--- src/rtl/uart_pkg.sv ---
// Shared types and defaults for the UART receive path.
package uart_pkg;

  typedef enum logic [2:0] {
    IDLE,
    START,
    DATA,
    PARITY,
    STOP
  } rx_state_e;

  localparam int unsigned OVERSAMPLE_DEF = 16;
  localparam int unsigned DATA_BITS_DEF  = 8;

  // Tick index at which the start bit is re-checked (middle of the bit).
  function automatic int unsigned mid_tick(input int unsigned oversample);
    return oversample / 2 - 1;
  endfunction

endpackage

--- src/rtl/uart_baud_tick.sv ---
// Oversample tick generator: one-clock tick every (div_q+1) clocks.
module uart_baud_tick #(
  parameter int unsigned DIV_W = 16
) (
  input  logic             clk_i,
  input  logic             rst_n_i,
  input  logic [DIV_W-1:0] div_i,
  input  logic             load_i,
  output logic             tick_o
);

  logic [DIV_W-1:0] div_q;
  logic [DIV_W-1:0] cnt_q;

  // >= rather than == so a divisor shrunk below the running count still wraps.
  assign tick_o = (cnt_q >= div_q);

  always_ff @(posedge clk_i or negedge rst_n_i) begin
    if (!rst_n_i) begin
      div_q <= '0;
      cnt_q <= '0;
    end else begin
      if (load_i) div_q <= div_i;
      if (tick_o) cnt_q <= '0;
      else        cnt_q <= cnt_q + DIV_W'(1);
    end
  end

endmodule

--- src/rtl/uart_rx_ctrl.sv ---
// UART receive controller: synchronizer, start qualify, mid-bit sampling, valid/ready delivery.
// Optional even-parity stage enabled by defining UART_RX_PARITY_EN.
module uart_rx_ctrl
  import uart_pkg::*;
#(
  parameter int unsigned OVERSAMPLE = OVERSAMPLE_DEF,
  parameter int unsigned DATA_BITS  = DATA_BITS_DEF,
  parameter int unsigned DIV_W      = 16
) (
  input  logic             clk_i,
  input  logic             rst_n_i,
  input  logic [DIV_W-1:0] baud_div_i,
  input  logic             rx_i,
  output logic [7:0]       data_o,
  output logic             valid_o,
  input  logic             ready_i,
  output logic             frame_err_o,
  output logic             parity_err_o,
  output logic             overrun_o,
  input  logic             clr_ovr_i,
  output logic             busy_o
);

  localparam int unsigned     OS_W     = $clog2(OVERSAMPLE);
  localparam logic [OS_W-1:0] OS_MID   = OS_W'(mid_tick(OVERSAMPLE));
  localparam logic [OS_W-1:0] OS_LAST  = OS_W'(OVERSAMPLE - 1);
  localparam logic [2:0]      BIT_LAST = 3'(DATA_BITS - 1);

  rx_state_e       state_q, state_d;
  logic [OS_W-1:0] os_q, os_d;
  logic [2:0]      bit_q, bit_d;
  logic [7:0]      shift_q, shift_d;
  logic            rx_meta_q, rx_s;
  logic            tick;
  logic            deliver;
  logic            ferr;
`ifdef UART_RX_PARITY_EN
  logic            par_bad_q, par_bad_d;
  logic            perr;
`endif

  assign busy_o = (state_q != IDLE);

  uart_baud_tick #(
    .DIV_W(DIV_W)
  ) u_tick (
    .clk_i  (clk_i),
    .rst_n_i(rst_n_i),
    .div_i  (baud_div_i),
    .load_i (state_q == IDLE),
    .tick_o (tick)
  );

  always_ff @(posedge clk_i or negedge rst_n_i) begin
    if (!rst_n_i) begin
      rx_meta_q <= 1'b1;
      rx_s      <= 1'b1;
      state_q   <= IDLE;
      os_q      <= '0;
      bit_q     <= '0;
      shift_q   <= '0;
`ifdef UART_RX_PARITY_EN
      par_bad_q <= 1'b0;
`endif
    end else begin
      rx_meta_q <= rx_i;
      rx_s      <= rx_meta_q;
      state_q   <= state_d;
      os_q      <= os_d;
      bit_q     <= bit_d;
      shift_q   <= shift_d;
`ifdef UART_RX_PARITY_EN
      par_bad_q <= par_bad_d;
`endif
    end
  end

  always_comb begin
    state_d = state_q;
    os_d    = os_q;
    bit_d   = bit_q;
    shift_d = shift_q;
    deliver = 1'b0;
    ferr    = 1'b0;
`ifdef UART_RX_PARITY_EN
    par_bad_d = par_bad_q;
    perr      = 1'b0;
`endif
    case (state_q)
      IDLE: begin
        if (tick && !rx_s) begin
          state_d = START;
          os_d    = '0;
        end
      end
      START: begin
        if (tick) begin
          if (os_q == OS_MID) begin
            if (rx_s) begin
              state_d = IDLE;
            end else begin
              state_d = DATA;
              os_d    = '0;
              bit_d   = '0;
              shift_d = '0;
`ifdef UART_RX_PARITY_EN
              par_bad_d = 1'b0;
`endif
            end
          end else begin
            os_d = os_q + OS_W'(1);
          end
        end
      end
      DATA: begin
        if (tick) begin
          if (os_q == OS_LAST) begin
            shift_d[bit_q] = rx_s;
            os_d           = '0;
            if (bit_q == BIT_LAST) begin
`ifdef UART_RX_PARITY_EN
              state_d = PARITY;
`else
              state_d = STOP;
`endif
            end else begin
              bit_d = bit_q + 3'd1;
            end
          end else begin
            os_d = os_q + OS_W'(1);
          end
        end
      end
`ifdef UART_RX_PARITY_EN
      PARITY: begin
        if (tick) begin
          if (os_q == OS_LAST) begin
            os_d    = '0;
            state_d = STOP;
            // Unused high bits of shift_q are zero, so a full reduction is safe.
            if ((^shift_q) ^ rx_s) begin
              perr      = 1'b1;
              par_bad_d = 1'b1;
            end
          end else begin
            os_d = os_q + OS_W'(1);
          end
        end
      end
`endif
      STOP: begin
        if (tick) begin
          if (os_q == OS_LAST) begin
            state_d = IDLE;
`ifdef UART_RX_PARITY_EN
            if (!par_bad_q) begin
              if (rx_s) deliver = 1'b1;
              else      ferr    = 1'b1;
            end
`else
            if (rx_s) deliver = 1'b1;
            else      ferr    = 1'b1;
`endif
          end else begin
            os_d = os_q + OS_W'(1);
          end
        end
      end
      default: state_d = IDLE;
    endcase
  end

  always_ff @(posedge clk_i or negedge rst_n_i) begin
    if (!rst_n_i) begin
      data_o      <= '0;
      valid_o     <= 1'b0;
      overrun_o   <= 1'b0;
      frame_err_o <= 1'b0;
    end else begin
      frame_err_o <= ferr;
      if (deliver && (!valid_o || ready_i)) begin
        data_o  <= shift_q;
        valid_o <= 1'b1;
      end else if (valid_o && ready_i) begin
        valid_o <= 1'b0;
      end
      if (deliver && valid_o && !ready_i) overrun_o <= 1'b1;
      else if (clr_ovr_i)                 overrun_o <= 1'b0;
    end
  end

`ifdef UART_RX_PARITY_EN
  always_ff @(posedge clk_i or negedge rst_n_i) begin
    if (!rst_n_i) parity_err_o <= 1'b0;
    else          parity_err_o <= perr;
  end
`else
  assign parity_err_o = 1'b0;
`endif

endmodule

--- config.mk ---
export PLATFORM = sky130hd
export DESIGN_NAME = uart_rx_ctrl
export DESIGN_NICKNAME = d
export VERILOG_FILES = /design/src/rtl/uart_pkg.sv /design/src/rtl/uart_baud_tick.sv /design/src/rtl/uart_rx_ctrl.sv
export SDC_FILE = /design/constraint.sdc
export NUM_CORES = 1
export LEC_CHECK = 0
export ABC_AREA = 0
export BUFFER_PORTS_ARGS = -buffer_cell sky130_fd_sc_hd__buf_2
export CAP_MARGIN = 30
export CORE_UTILIZATION = 55
export CTS_BUF_LIST = sky130_fd_sc_hd__clkbuf_16
export DETAILED_ROUTE_END_ITERATION = 7
export GPL_ROUTABILITY_DRIVEN = 0
export GPL_TIMING_DRIVEN = 0
export PLACE_DENSITY = 0.76
export SLEW_MARGIN = 25
export SYNTH_ARGS = -nofsm -noshare
export SYNTH_HDL_FRONTEND = slang
export SYNTH_SLANG_ARGS = --single-unit
--- constraint.sdc ---
create_clock -name clk_i -period 4.8 [get_ports clk_i]
set_clock_uncertainty 0.05 [all_clocks]
set_input_delay 0.96 -clock clk_i [delete_from_list [all_inputs] [get_ports clk_i]]
set_output_delay 0.96 -clock clk_i [all_outputs]
set_load 0.05 [all_outputs]
Word level (Yosys, flattened, before mapping)
Index checks and enable logic that the tools add are counted.
{ "word_totals": {"register_bits": 63, "input_bits": 21, "output_inout_bits": 13, "wordCells": 104} }
{ "op_classes": {"addsub": 3, "magnitude_cmp": 3, "n_eq_ne": 18, "n_mux": 48, "reduce_logical": 20} }
{ "ops": {"columns": ["operator", "n"], "rows": [
  ["$mux 3", 14],
  ["$mux 8", 5],
  ["$mux 4", 8],
  ["$ne 2x2->1 const B", 11],
  ["$add 16x1->16 const B", 1],
  ["$ge 16x16->1", 1],
  ["$mux 16", 1],
  ["$pmux 4 s4", 1],
  ["$pmux 8 s2", 1],
  ["$reduce_and 7->1", 2],
  ["$mux 1", 13],
  ["$pmux 3 s4", 1],
  ["$bwmux 8", 1],
  ["$reduce_and 8->1", 1],
  ["$eq 3x3->1 const B", 2],
  ["$logic_and 1x1->1", 6],
  ["$pmux 3 s2", 1],
  ["$reduce_and 6->1", 1],
  ["$reduce_bool 2->1", 3],
  ["$add 4x1->4 const B", 1],
  ["$eq 4x3->1 const B", 1],
  ["$eq 4x4->1 const B", 1],
  ["$lt 3x4->1 const B", 1],
  ["$reduce_bool 4->1", 1],
  ["other kinds (11)", 13]
]} }

Logic depth before layout (Yosys ltp)
{ "logic_depth": {"word_depth": 8, "ltp_mapped": 8, "depth_no_buf": 7} }

Cells and area by module
A second synthesis with hierarchy kept.
{ "unflattened": {"hier_cells": 336, "hier_area_um2": 3397.0} }
{ "modules_own_cells": {"columns": ["mod", "instances", "cells_each", "area_per_inst_um2", "seq_area_each_um2"], "rows": [
  ["uart_baud_tick", 1, 180, 1786.7, 800.8],
  ["uart_rx_ctrl", 1, 156, 1610.3, 778.2]
]} }

Worst setup path before layout
No wires, ideal clock.
{ "synth_timing": {"path_kind": "flip-flop to flip-flop", "startpoint": "reg u_tick.cnt_q[0]", "endpoint": "reg data_o[0]", "setup_ns": 0.125, "t_arrival_ns": 2.176, "t_required_ns": 4.625, "path_slack_ns": 2.449, "stages_incl_launch_ff": 8, "path_buffers": 0, "period_less_slack_ns": 2.351, "cell_sequence": "dfrtp_1 -> inv_1 -> ha_1 -> nand2b_1 -> a2111o_1 -> a31o_2 -> o2111ai_4 -> mux2_2"} }
{ "synth_between": {"elab_chain_cells": 4} }
{ "synth_lines": {"columns": ["element", "line", "text"], "rows": [
  ["start: declaration", "uart_baud_tick.sv:13", "logic [DIV_W-1:0] cnt_q;"],
  ["start signal: assignment", "uart_baud_tick.sv:25", "else cnt_q <= cnt_q + DIV_W'(1);"],
  ["$ge 16x16->1", "uart_baud_tick.sv:16", "assign tick_o = (cnt_q >= div_q);"],
  ["$mux 1", "uart_rx_ctrl.sv:152", "if (tick) begin"],
  ["$mux 1", "uart_rx_ctrl.sv:89", "case (state_q)"],
  ["$logic_and 1x1->1", "uart_rx_ctrl.sv:181", "if (deliver && (!valid_o || ready_i)) begin"],
  ["end signal: assignment", "uart_rx_ctrl.sv:182", "data_o <= shift_q;"],
  ["end: declaration", "uart_rx_ctrl.sv:14", "output logic [7:0] data_o,"]
]} }
No other way between the ends.
A chain may end at the register's enable or synchronous reset.

Worst setup path after layout
{ "layout_timing": {"startpoint": "reg state_q[1]", "endpoint": "out busy_o"} }
{ "layout_between": {"elab_chain_cells": 1} }
{ "layout_lines": {"columns": ["element", "line", "text"], "rows": [
  ["start: declaration", "uart_rx_ctrl.sv:29", "rx_state_e state_q, state_d;"],
  ["start signal: assignment", "uart_rx_ctrl.sv:68", "state_q <= state_d;"],
  ["$reduce_bool 3->1", "uart_rx_ctrl.sv:42", "assign busy_o = (state_q != IDLE);"],
  ["end: declaration", "uart_rx_ctrl.sv:21", "output logic busy_o"]
]} }
No other way between the ends.

==> results_dict.tcl <==
set metrics [dict create \
    clockBufferDepth 2 \
    clkLatencyLatePin_ns 0.32 \
    worst_setup_path_end_kind "output pin" \
    syn_nets 386 \
    layout_commonest_cell "dfrtp_1" \
    die_area_mm2 0.00641 \
    grt_pass1_vias 2429 \
    fillers 500 \
    first_pass_iters 4 \
    cts-hold-fix-buffers 0 \
    num_rows 28 \
    clock-sinks 63 \
    synth_top_area_share_pct 45.6 \
    yosys_warnings 0 \
    power_density_mw_per_mm2 373 \
    drt-initial-drc-count 170 \
    finalSetupTns_ns 0 \
    r2r_setup_slack_ns 2.11 \
    path_clk_slew_ns 0.05 \
    cts_made_buffers 9 \
    netlist_area_mm2 0.00335 \
    drive_gt1_share_pct 17.9 \
    synth.area.top_cells "dfrtp_1, ha_1, nand2_1, o21ai_0, mux2_2" \
    min_path_type "reg2reg" \
    postSynthCellCount 345 \
    worst_pin_slew_ns 0.840 \
    grt_usage_pct 23.8 \
    finalNonFillerCells 466 \
    postCtsSetupBuffers 0 \
    vias 2636 \
    drc 0 \
    min_from "rx_meta_q" \
    fin_crit_ns 3.01 \
    dp_hpwl_mm 4.68 \
    status "completed" \
    required_ns 3.79 \
    ant_nets 0 \
    maxSlewHeadroom_pct 43.5 \
    grt_max_degree 64 \
    holdPathEnd "rx_s" \
    area_delta_synth_final_pct 15.0 \
    postLayoutCoreUtil_pct 65.5 \
    crit_type "reg2out" \
    async_flop_share_pct 100 \
    finalNetCount 429 \
    synth_top_area_cell "dfrtp_1" \
    pin_count 34 \
    p_leak_uw 0.00185 \
    avgSynthCellArea_um2 9.71 \
    cts.repair.resized 0 \
    start_kind "flop" \
    hold_viol_final 0 \
    ff2ff_path_depth 7 \
    core_region_area_mm2 0.00589 \
    ys_seq_area_share_pct 47.1 \
    rr_endpoint "u_tick.cnt_q[13]" \
    rsz0062_at_grt "false" \
    antenna_found_initial 0 \
    finalPower_uw 1440 \
    final-max-slew-violation-count 0 \
    holdPathStages 0 \
    wl_mm 6.73 \
    dp.cells 452 \
    synth-edff-count 0 \
    die_x_um 80.1 \
    via_per_inst 5.66 \
    synth_ff_type "dfrtp_1" \
    post_drt_wl_per_cell_um 14.5 \
    htreeDepth 3 \
    portBuffers 32 \
    gr-total-overflow 0 \
    grt_pass1_wl_mm 11.4 \
    start_util_pct 56.9 \
    fp.dieH_um 80.1 \
    antenna_cells 0 \
    r2r-start "u_tick.cnt_q[13]" \
    drv_cap 0 \
    synth_cell_types 49 \
    worstPathArrival_ns 2.00 \
    fmax_mhz 332 \
    worst-path-max-fanout 10 \
    cts_tree "done" \
    fin_crit_sh_pct 62.7 \
    synth-seq-cells 63 \
    irDropWorstVdd_mv 0.236 \
    cts.root.buffer_cell "clkbuf_16" \
    final_cell_mix "dfrtp_1, nand2_1, buf_2, inv_1, o21ai_0" \
    finalSetupViolations 0 \
]
==> state kept, by name (all words and copies together) (netlist names) <==
name / count
rx_s: 1
state_q: 3
shift_q: 8
u_tick.cnt_q: 16
bit_q: 3
os_q: 4
overrun_o: 1
frame_err_o: 1
data_o: 8
rx_meta_q: 1
u_tick.div_q: 16
valid_o: 1
==> routing by layer <==
layer	wire length (um)	track usage (%)	up-vias
li1	-	-	1298
met1	3270	33.7	1258
met2	3010	35.0	72
met3	343	5.68	8
met4	110	9.11	0
met5	0	0	-
==> power breakdown <==
part           switching (uW)  internal, uW
combinational             167           103
clock                     209           334
sequential               40.4           585
total                     416          1020
==> layout make-up <==
class	count	area [um2]	share of cell area, %
plain buffers	15	67.6	1.75
clock buffers	9	225	5.85
clock inverters	5	20.0	0.520
inverters	30	113	2.92
multi-input cells	237	1590	41.3
flip-flops and latches	63	1580	41.0
well taps	75	93.8	2.44
repair buffers	32	163	4.22
==> synth_stat cells (2+ instances only) <==
cell type,number
a21oi_1,12
a221oi_1,2
a2bb2oi_1,2
and3_1,3
buf_2,3
buf_4,2
clkbuf_1,10
dfrtp_1,61
dfstp_2,2
ha_1,20
inv_1,30
mux2_2,11
mux2i_1,3
nand2_1,38
nand2b_1,4
nand3_1,12
nand3b_1,2
nand4_1,7
nor2_1,27
nor2b_1,2
nor3_1,7
o211ai_1,9
o21ai_0,28
o2bb2ai_1,8
o32ai_1,2
or2_2,3
xnor2_1,11
xor2_1,3
==> worst max-delay path, cell delays in order (launching register included) <==
cell and delay (ns):
dfrtp_1 0.36, buf_2 0.18, nor3_2 0.43, clkbuf_1 0.42
inv_1 0.07, buf_2 0.22
==> worst max-delay path by stage <==
stage / startpoint / slack [ns] / cells after the start / end
after floorplan: u_tick.cnt_q[0] / 2.45 / 7 / data_o[0]
after global placement: u_tick.cnt_q[15] / 2.10 / 7 / u_tick.cnt_q[10]
after detailed placement: state_q[1] / 2.14 / 5 / busy_o
after CTS: state_q[1] / 1.78 / 5 / busy_o
after global routing: state_q[1] / 1.63 / 5 / busy_o
final: state_q[1] / 1.79 / 5 / busy_o
==> logic make-up after synthesis <==
family | synth area share, %
and+or+nand+nor | 16.1
AOI/OAI and AO/OA | 15.5
DFF | 47.1
buffers and inverters | 5.38
adders and majority gates | 7.47
xor gates and xnor gates | 3.66
muxes | 4.59
other | 0.112
==> per-stage QoR <==
stage	area, um2	setup slack [ns]	hold slack (ns)
floorplan	3350	2.45	0.295
global placement	3600	2.10	0.297
detailed placement	3610	2.14	0.298
CTS	3850	1.78	0.305
global route	3850	1.63	0.314
finish	3850	1.79	0.304
No activity file was read; power rests on OpenSTA's default activity.
